### config.mk
export PLATFORM = sky130hd
export DESIGN_NAME = ti_share_stage_buf_flat
export DESIGN_NICKNAME = d
export VERILOG_FILES = /design/src/rtl/ti_share_stage_buf_if.sv /design/src/rtl/ti_share_stage_buf.sv /design/src/flat_wrapper.sv
export SDC_FILE = /design/constraint.sdc
export NUM_CORES = 1
export LEC_CHECK = 0
export BUFFER_PORTS_ARGS = -buffer_cell sky130_fd_sc_hd__buf_4
export CAP_MARGIN = 20
export CORE_ASPECT_RATIO = 0.75
export CORE_MARGIN = 8
export CORE_UTILIZATION = 40
export DETAILED_ROUTE_END_ITERATION = 7
export MAX_ROUTING_LAYER = met4
export PLACE_DENSITY_LB_ADDON = 0.08
export SLEW_MARGIN = 10
export SYNTH_ARGS = -nofsm -noshare
export SYNTH_HDL_FRONTEND = slang
export SYNTH_SLANG_ARGS = --single-unit
export TNS_END_PERCENT = 50
### constraint.sdc
create_clock -name clk -period 2.1 [get_ports clk]
set_clock_uncertainty 0.05 [all_clocks]
set_input_delay 0.105 -clock clk [delete_from_list [all_inputs] [get_ports clk]]
set_output_delay 0.105 -clock clk [all_outputs]
set_load 0.005 [all_outputs]
### src/rtl/ti_share_stage_buf_if.sv
// Handshake bundle between round-1 producer, the glitch-barrier stage and round-2 consumers.
// The master drives vectors, randomness and consumer ready; the slave is the stage itself.
interface ti_share_stage_buf_if #(
    parameter int WIDTH  = 8,
    parameter int SHARES = 2
);
    localparam int SW = WIDTH / SHARES;
    localparam int RW = SW * (SHARES - 1);

    logic             flush;
    logic             in_valid;
    logic             in_ready;
    logic [WIDTH-1:0] in_shares;
    logic             rnd_valid;
    logic [RW-1:0]    rnd;
    logic             rnd_ack;
    logic             out_valid;
    logic             out_ready;
    logic [WIDTH-1:0] out_shares;
    logic [1:0]       occupancy;

    modport master (
        output flush, in_valid, in_shares, rnd_valid, rnd, out_ready,
        input  in_ready, rnd_ack, out_valid, out_shares, occupancy
    );

    modport slave (
        input  flush, in_valid, in_shares, rnd_valid, rnd, out_ready,
        output in_ready, rnd_ack, out_valid, out_shares, occupancy
    );
endinterface

### src/rtl/ti_share_stage_buf.sv
// Two-entry glitch-barrier buffer between TI S-box rounds; shares leave straight from flops
// and are never combined with each other, only with fresh mask slices on write.
module ti_share_stage_buf #(
    parameter int WIDTH  = 8,
    parameter int SHARES = 2,
    parameter bit REMASK = 1'b1
) (
    input logic               clk,
    input logic               rst_n,
    ti_share_stage_buf_if.slave bus
);
    localparam int SW = WIDTH / SHARES;

    typedef enum logic [1:0] {
        EMPTY = 2'd0,
        ONE   = 2'd1,
        FULL  = 2'd2
    } state_t;

    state_t           r_state;
    logic             r_live;
    logic [WIDTH-1:0] r_head;
    logic [WIDTH-1:0] r_tail;

    logic             w_in_ready;
    logic             w_push;
    logic             w_pop;
    logic [SW-1:0]    w_rnd_sum;
    logic [WIDTH-1:0] w_masked;

    // r_live keeps in_ready low until the first edge after reset release.
    assign w_in_ready = r_live & (r_state != FULL) & ~bus.flush;
    assign w_push     = bus.in_valid & w_in_ready & (bus.rnd_valid | ~REMASK);
    assign w_pop      = (r_state != EMPTY) & bus.out_ready;

    // NOTE: every always_comb output gets a default first so no path can infer a latch.
    always_comb begin
        w_rnd_sum = '0;
        w_masked  = bus.in_shares;
        if (REMASK) begin
            for (int i = 0; i < SHARES - 1; i++) begin
                w_masked[i*SW +: SW] = bus.in_shares[i*SW +: SW] ^ bus.rnd[i*SW +: SW];
                w_rnd_sum            = w_rnd_sum ^ bus.rnd[i*SW +: SW];
            end
            // Last share absorbs every slice so the XOR over all shares is unchanged.
            w_masked[(SHARES-1)*SW +: SW] = bus.in_shares[(SHARES-1)*SW +: SW] ^ w_rnd_sum;
        end
    end

    assign bus.in_ready   = w_in_ready;
    assign bus.rnd_ack    = REMASK & w_push;
    assign bus.out_valid  = (r_state != EMPTY);
    assign bus.out_shares = r_head;
    assign bus.occupancy  = r_state;

    // NOTE: sequential state uses non-blocking assignments so every flop samples pre-edge values.
    // NOTE: the entry storage is reset on purpose; no share material may survive a reset.
    always_ff @(posedge clk or negedge rst_n) begin
        if (!rst_n) begin
            r_state <= EMPTY;
            r_live  <= 1'b0;
            r_head  <= '0;
            r_tail  <= '0;
        end else begin
            r_live <= 1'b1;
            if (bus.flush) begin
                r_state <= EMPTY;
                r_head  <= '0;
                r_tail  <= '0;
            end else begin
                unique case (r_state)
                    EMPTY: begin
                        if (w_push) begin
                            r_head  <= w_masked;
                            r_state <= ONE;
                        end
                    end
                    ONE: begin
                        if (w_push && w_pop) begin
                            r_head <= w_masked;
                        end else if (w_push) begin
                            r_tail  <= w_masked;
                            r_state <= FULL;
                        end else if (w_pop) begin
                            r_head  <= '0;
                            r_state <= EMPTY;
                        end
                    end
                    FULL: begin
                        // Popped head is overwritten; the vacated tail slot is scrubbed.
                        if (w_pop) begin
                            r_head  <= r_tail;
                            r_tail  <= '0;
                            r_state <= ONE;
                        end
                    end
                    default: r_state <= EMPTY;
                endcase
            end
        end
    end
endmodule
### src/flat_wrapper.sv
// flat-port wrapper written by rule: the top's interface ports become plain ports
module ti_share_stage_buf_flat 
#(
    parameter int WIDTH  = 8,
    parameter int SHARES = 2,
    parameter bit REMASK = 1'b1
)
  (clk, rst_n, bus_flush, bus_in_valid, bus_in_shares, bus_rnd_valid, bus_rnd, bus_out_ready, bus_in_ready, bus_rnd_ack, bus_out_valid, bus_out_shares, bus_occupancy);
  ti_share_stage_buf_if #(.WIDTH(WIDTH), .SHARES(SHARES)) bus_i ();
  input logic clk;
  input logic rst_n;
  input wire logic [$bits(bus_i.flush)-1:0] bus_flush;
  input wire logic [$bits(bus_i.in_valid)-1:0] bus_in_valid;
  input wire logic [$bits(bus_i.in_shares)-1:0] bus_in_shares;
  input wire logic [$bits(bus_i.rnd_valid)-1:0] bus_rnd_valid;
  input wire logic [$bits(bus_i.rnd)-1:0] bus_rnd;
  input wire logic [$bits(bus_i.out_ready)-1:0] bus_out_ready;
  output wire logic [$bits(bus_i.in_ready)-1:0] bus_in_ready;
  output wire logic [$bits(bus_i.rnd_ack)-1:0] bus_rnd_ack;
  output wire logic [$bits(bus_i.out_valid)-1:0] bus_out_valid;
  output wire logic [$bits(bus_i.out_shares)-1:0] bus_out_shares;
  output wire logic [$bits(bus_i.occupancy)-1:0] bus_occupancy;
  assign bus_i.flush = bus_flush;
  assign bus_i.in_valid = bus_in_valid;
  assign bus_i.in_shares = bus_in_shares;
  assign bus_i.rnd_valid = bus_rnd_valid;
  assign bus_i.rnd = bus_rnd;
  assign bus_i.out_ready = bus_out_ready;
  assign bus_in_ready = bus_i.in_ready;
  assign bus_rnd_ack = bus_i.rnd_ack;
  assign bus_out_valid = bus_i.out_valid;
  assign bus_out_shares = bus_i.out_shares;
  assign bus_occupancy = bus_i.occupancy;
  ti_share_stage_buf #(.WIDTH(WIDTH), .SHARES(SHARES), .REMASK(REMASK)) u_core (.clk(clk), .rst_n(rst_n), .bus(bus_i));
endmodule
; ---- After elaboration in Yosys (flattened, before gate mapping)
; Cells that the tools add are included.
[word_totals]
regBits = 19
inputBits = 18
wordCells = 47
[classes]
n_eq_ne = 10
muxes = 17
bitwise_logic = 8
reduce_logical = 8
[op_table]
columns = op, count
row1 = two-way mux 8 bit, 8
row2 = case mux 8 bit (3 select lines), 1
row3 = case mux 8 bit (2 select lines), 1
row4 = two-way mux 2 bit, 6
row5 = != test 3 x 2 -> 1 bit (second input constant), 3
row6 = != test 4 x 2 -> 1 bit (second input constant), 2
row7 = AND reduction 4 bit, 2
row8 = XOR 4 bit, 2
row9 = case mux 2 bit (3 select lines), 1
row10 = AND 1 bit, 5
row11 = AND reduction 5 bit, 1
row12 = != test 4 bit (second input constant), 1
row13 = nonzero test 4 bit, 1
row14 = != test 3 bit (second input constant), 1
row15 = nonzero test 3 bit, 1
row16 = equality test 2 x 1 -> 1 bit (second input constant), 1
row17 = equality test 2 bit (second input constant), 1
row18 = zero test 2 bit, 1
row19 = != test 2 bit (second input constant), 1
row20 = nonzero test 2 bit, 1
row21 = logical AND 1 bit, 1
row22 = NOT 1 bit, 1

; ---- Depth between registers and ports, before layout
[logic_depth]
depth_word = 9
depth_mapped = 7
ltp_nobuf = 6

; ---- Worst setup path after synthesis
; Ideal clock, no wire load.
[synth_timing]
path_kind = flip-flop to flip-flop
start = register u_core.r_state[0], in the netlist u_core.bus.occupancy[0]
end = register u_core.r_tail[2]
setup_time_ps = 96
arrival_time_ps = 1666
slack_ps = 288
path_stages_with_launch = 8
path_cell_list = dfrtp_1 -> inv_1 -> ha_1 -> nand2b_2 -> a311oi_4 -> buf_6 -> nand2_1 -> o31ai_1
[synth_between]
elab_chain_len = 8
[synth_lines]
columns = element, line_no
row1 = from (decl), ti_share_stage_buf.sv:20  ; state_t r_state;
row2 = from (signal assigned), ti_share_stage_buf.sv:60  ; r_state <= EMPTY;
row3 = from (signal assigned), ti_share_stage_buf.sv:67  ; r_state <= EMPTY;
row4 = from (signal assigned), ti_share_stage_buf.sv:75  ; r_state <= ONE;
row5 = != test 2 bit, ti_share_stage_buf.sv:32  ; assign w_in_ready = r_live & (r_state != FULL) & ~bus.flush;
row6 = AND 1 bit (2 in series), ti_share_stage_buf.sv:32
row7 = AND 1 bit (2 in series), ti_share_stage_buf.sv:33  ; assign w_push = bus.in_valid & w_in_ready & (bus.rnd_valid | ~REMASK);
row8 = logical AND 1 bit, ti_share_stage_buf.sv:79  ; if (w_push && w_pop) begin
row9 = != test 3 bit (no source line), n/a
row10 = AND reduction 4 bit (no source line), n/a
row11 = to (signal assigned), ti_share_stage_buf.sv:82  ; r_tail <= w_masked;
row12 = to (decl), ti_share_stage_buf.sv:23  ; logic [WIDTH-1:0] r_tail;
; Parallel ways exist; a longest one is shown, timed or not.
; A chain may end at the register's enable or synchronous reset.

; ---- Worst setup path in the final report
[layout_timing]
start = register u_core.r_state[0], in the netlist u_core.bus.occupancy[0]
end = output port bus_in_ready
[layout_between]
elab_chain_len = 3
[layout_lines]
columns = element, line_no
row1 = != test 2 bit, ti_share_stage_buf.sv:32
row2 = AND 1 bit (2 in series), ti_share_stage_buf.sv:32
row3 = to (decl), flat_wrapper.sv:18  ; output wire logic [$bits(bus_i.in_ready)-1:0] bus_in_ready;
; Every way passes these cells.

==> results.md <==
- Final setup fails: 0
- Initial cell density of the core: 42.02%
- Critical R2R Capture: u_core.r_tail[0]$_DFFE_PN0P_
- IR Drop Worst-Case VDD: 0.3649 mV
- Largest fanout on the critical path: 10
- Core Box Area: 0.002603 mm^2
- Sequential-to-total area share from yosys stat: 43.48%
- Routed vias/inst: 5.229
- Crit path DAT: 1.78 ns
- Count of pins over their slew limit: 0
- Avg Synthesized Cell Area: 10.13 um^2
- Antenna-violating nets left: 0
- Instance count of the mapped netlist: 108
- Cell Count Post-Placement: 172
- Worst R2R Start: u_core.bus.occupancy[0]$_DFFE_PN0P_
- Min setup slack post-route: 0.1662 ns
- Area growth syn-to-layout: 31.46%
- Number of top-level design ports: 31
- DRT Wirelength: 2.562 mm
- Smallest hold slack: 0.007036 ns
- Root Driver: clkbuf_4
- Area taken by flip-flops and latches: 475.5 um^2
- Cell variety after synth: 32
- Overall die height: 61.28 um
- Path type of the worst min-delay path: input pin to flop
- Origin of the worst min-delay path: bus_flush
- Worst setup timing slack at the placement stage: 0.1147 ns
- Number of CTS-inserted buffers: 3
- Row count: 16
- Final weighted congestion in routability-driven placement: 0.9151
- CTS tree: yes
- Via count of the first global-routing pass: 947
- First-pass GRT wire length: 4.360 mm
- Cell Area, Placed: 0.001358 mm^2
- R2R depth: 7
- Utilization of the core after routing: 55.24%
- Worst skew pair latency: 0.30 ns
- Fillcell total: 245
- Area occupied by multi-input gates: 598.1 um^2
- Non-filler cells, final: 179
- Iter 0 DRT Violations: 27
- Fmax: 517.1 MHz
- Number of antenna violations at the first check in global routing: 0
- Class of the most critical setup path: flop to primary output
- Synth Warn #: 0
- Time the final worst path needs with I/O delays and setup: 1.934 ns
- Share of cells above drive strength 1: 35.66%
- Global-route usage over all layers: 11.81%
- Hold Path Cell Cnt: 2
- CTS H-tree depth: 1
- Post-DP HPWL: 1.870 mm
- CP Capture Type: primary output
- Worst Hold End: u_core.bus.occupancy[1]$_DFFE_PN0P_
- Critical path startpoint: u_core.bus.occupancy[0]$_DFFE_PN0P_
- Post-layout net count: 165
- Leakage power: 0.6516 nW
- Antenna cell count: 0
- Clock net sink count: 19
- Top library cells by usage in the layout, fill and taps aside: buf_4 (35), dfrtp_1 (19), nand2_1 (17), nand3_1 (9)
- Mapped Nets: 129
- Final std cell area, no fill: 0.001438 mm^2
- Post-route fraction of the period consumed by the critical path: 92.09%
- Horiz. Die Dim: 76.38 um
- Post-synthesis cell area: 0.001094 mm^2
- Power Density: 622.5 mW/mm^2
- Total negative setup slack: 0 ns
- Required time at the worst-slack endpoint: 1.95 ns
- Setup repair after global routing missed its margin: false
- Startpoint class of the critical path: flop
- Clock slew at reported path FFs: 0.11 ns
- Reported max-cap violation count: 0
- Number of buffers added on ports: 30
- Number of remaining DRC errors: 0
- Number of synthesized register bits: 19
- Via count: 936
- Fin. Hold Viols: 0
- Overall power consumption: 0.8949 mW
- Pin count of the biggest net entering global routing: 20
- Status: completed
- Worst-case clock buffer depth: 2
- Router iterations before antenna repair: 6
- Routed wirelength normalized by instance count: 14.31 um
- GRT overflow: 0
- Most common library cell in the layout ignoring fill and taps: buf_4
- Total Die Area: 0.004680 mm^2
- Internal reg-to-reg setup slack: 0.18 ns
## worst max-delay path: stages, from the launching register on
cell     delay (ns)
dfrtp_1        0.43
inv_1          0.08
ha_1           0.29
or2_2          0.43
nor2_1         0.13
buf_4          0.12
## sequential cells by signal (all words and copies together), names as in the netlist
register               cells
u_core.r_tail              8
u_core.bus.out_shares      8
u_core.r_live              1
u_core.bus.occupancy       2
## what timing repair did
item | in CTS | in global routing
setup buffers | 0 | 2
hold buffers | 1 | 0
resized for setup | 0 | 5
hold endpoints to repair | 19 | 0
endpoints found under the setup margin | 0 | 9
## routing by layer
layer | share of wire (%) | wire length (um) | GRT usage (%) | up-vias
met5 | 0 | 0 | - | -
met4 | 0.51 | 13 | 2.725 | 0
met3 | 6.0 | 153 | 3.936 | 2
met2 | 47 | 1211 | 18.86 | 36
met1 | 46 | 1183 | 14.33 | 430
li1 | - | - | - | 468
## logic make-up after synthesis
group           after synthesis  share of synthesized area, %
simple gates                 42                         21.05
flops                        19                         43.48
compound gates               25                         20.94
other cells                   1                        0.3429
xor+xnor                      8                         6.408
buf+inv                      10                         4.348
fa+ha+maj                     3                         3.433
## power by group
part           switching [mW]  internal, mW  leakage, nW
clock network           0.115        0.0710       0.0177
registers              0.0219         0.400        0.254
logic                   0.154         0.132        0.380
total                   0.291         0.603        0.652
## synthesized netlist by cell type
library cell,number,area share (%)
o22ai_1,1,0.57
and4b_4,1,1.3
a31oi_1,1,0.57
or2_2,1,0.57
and3_1,1,0.57
o31ai_1,8,5.5
nor4bb_2,1,1.5
dfrtp_1,19,43
or2b_1,1,0.69
ha_1,3,3.4
nand4b_2,1,1.4
a211oi_1,1,0.69
nor3_1,4,1.8
conb_1,1,0.34
a21oi_1,1,0.46
o31ai_4,1,1.9
nand3_1,9,4.1
buf_6,1,1.0
o221ai_1,8,6.4
o32ai_1,1,0.80
inv_1,5,1.7
o22ai_2,1,1.1
nand2b_2,1,0.80
nor3_2,1,0.92
nor2_1,3,1.0
a311oi_4,1,2.4
o21ai_0,1,0.46
xnor2_1,8,6.4
nand2_1,17,5.8
nor2b_1,1,0.57
buf_2,2,0.92
clkbuf_1,2,0.69
## how the worst max path moves through the flow
stage	to	cells past startpoint
5_1_grt	u_core.bus.out_shares[5]$_DFFE_PN0P_	7
4_1_cts	u_core.bus.out_shares[5]$_DFFE_PN0P_	6
2_1_floorplan	u_core.r_tail[2]$_DFFE_PN0P_	7
6_report	bus_in_ready	5
3_3_place_gp	u_core.bus.out_shares[2]$_DFFE_PN0P_	6
3_5_place_dp	u_core.bus.out_shares[6]$_DFFE_PN0P_	6
## cell type report
type,count,area share [%]
well taps,36,3.133
flip-flops and latches,19,33.07
multi-input cells,79,41.60
clock inverters,1,0.3481
inverters,5,1.305
clock buffers,3,1.567
repair buffers,36,18.97
(Power assumes the default switching activity.)
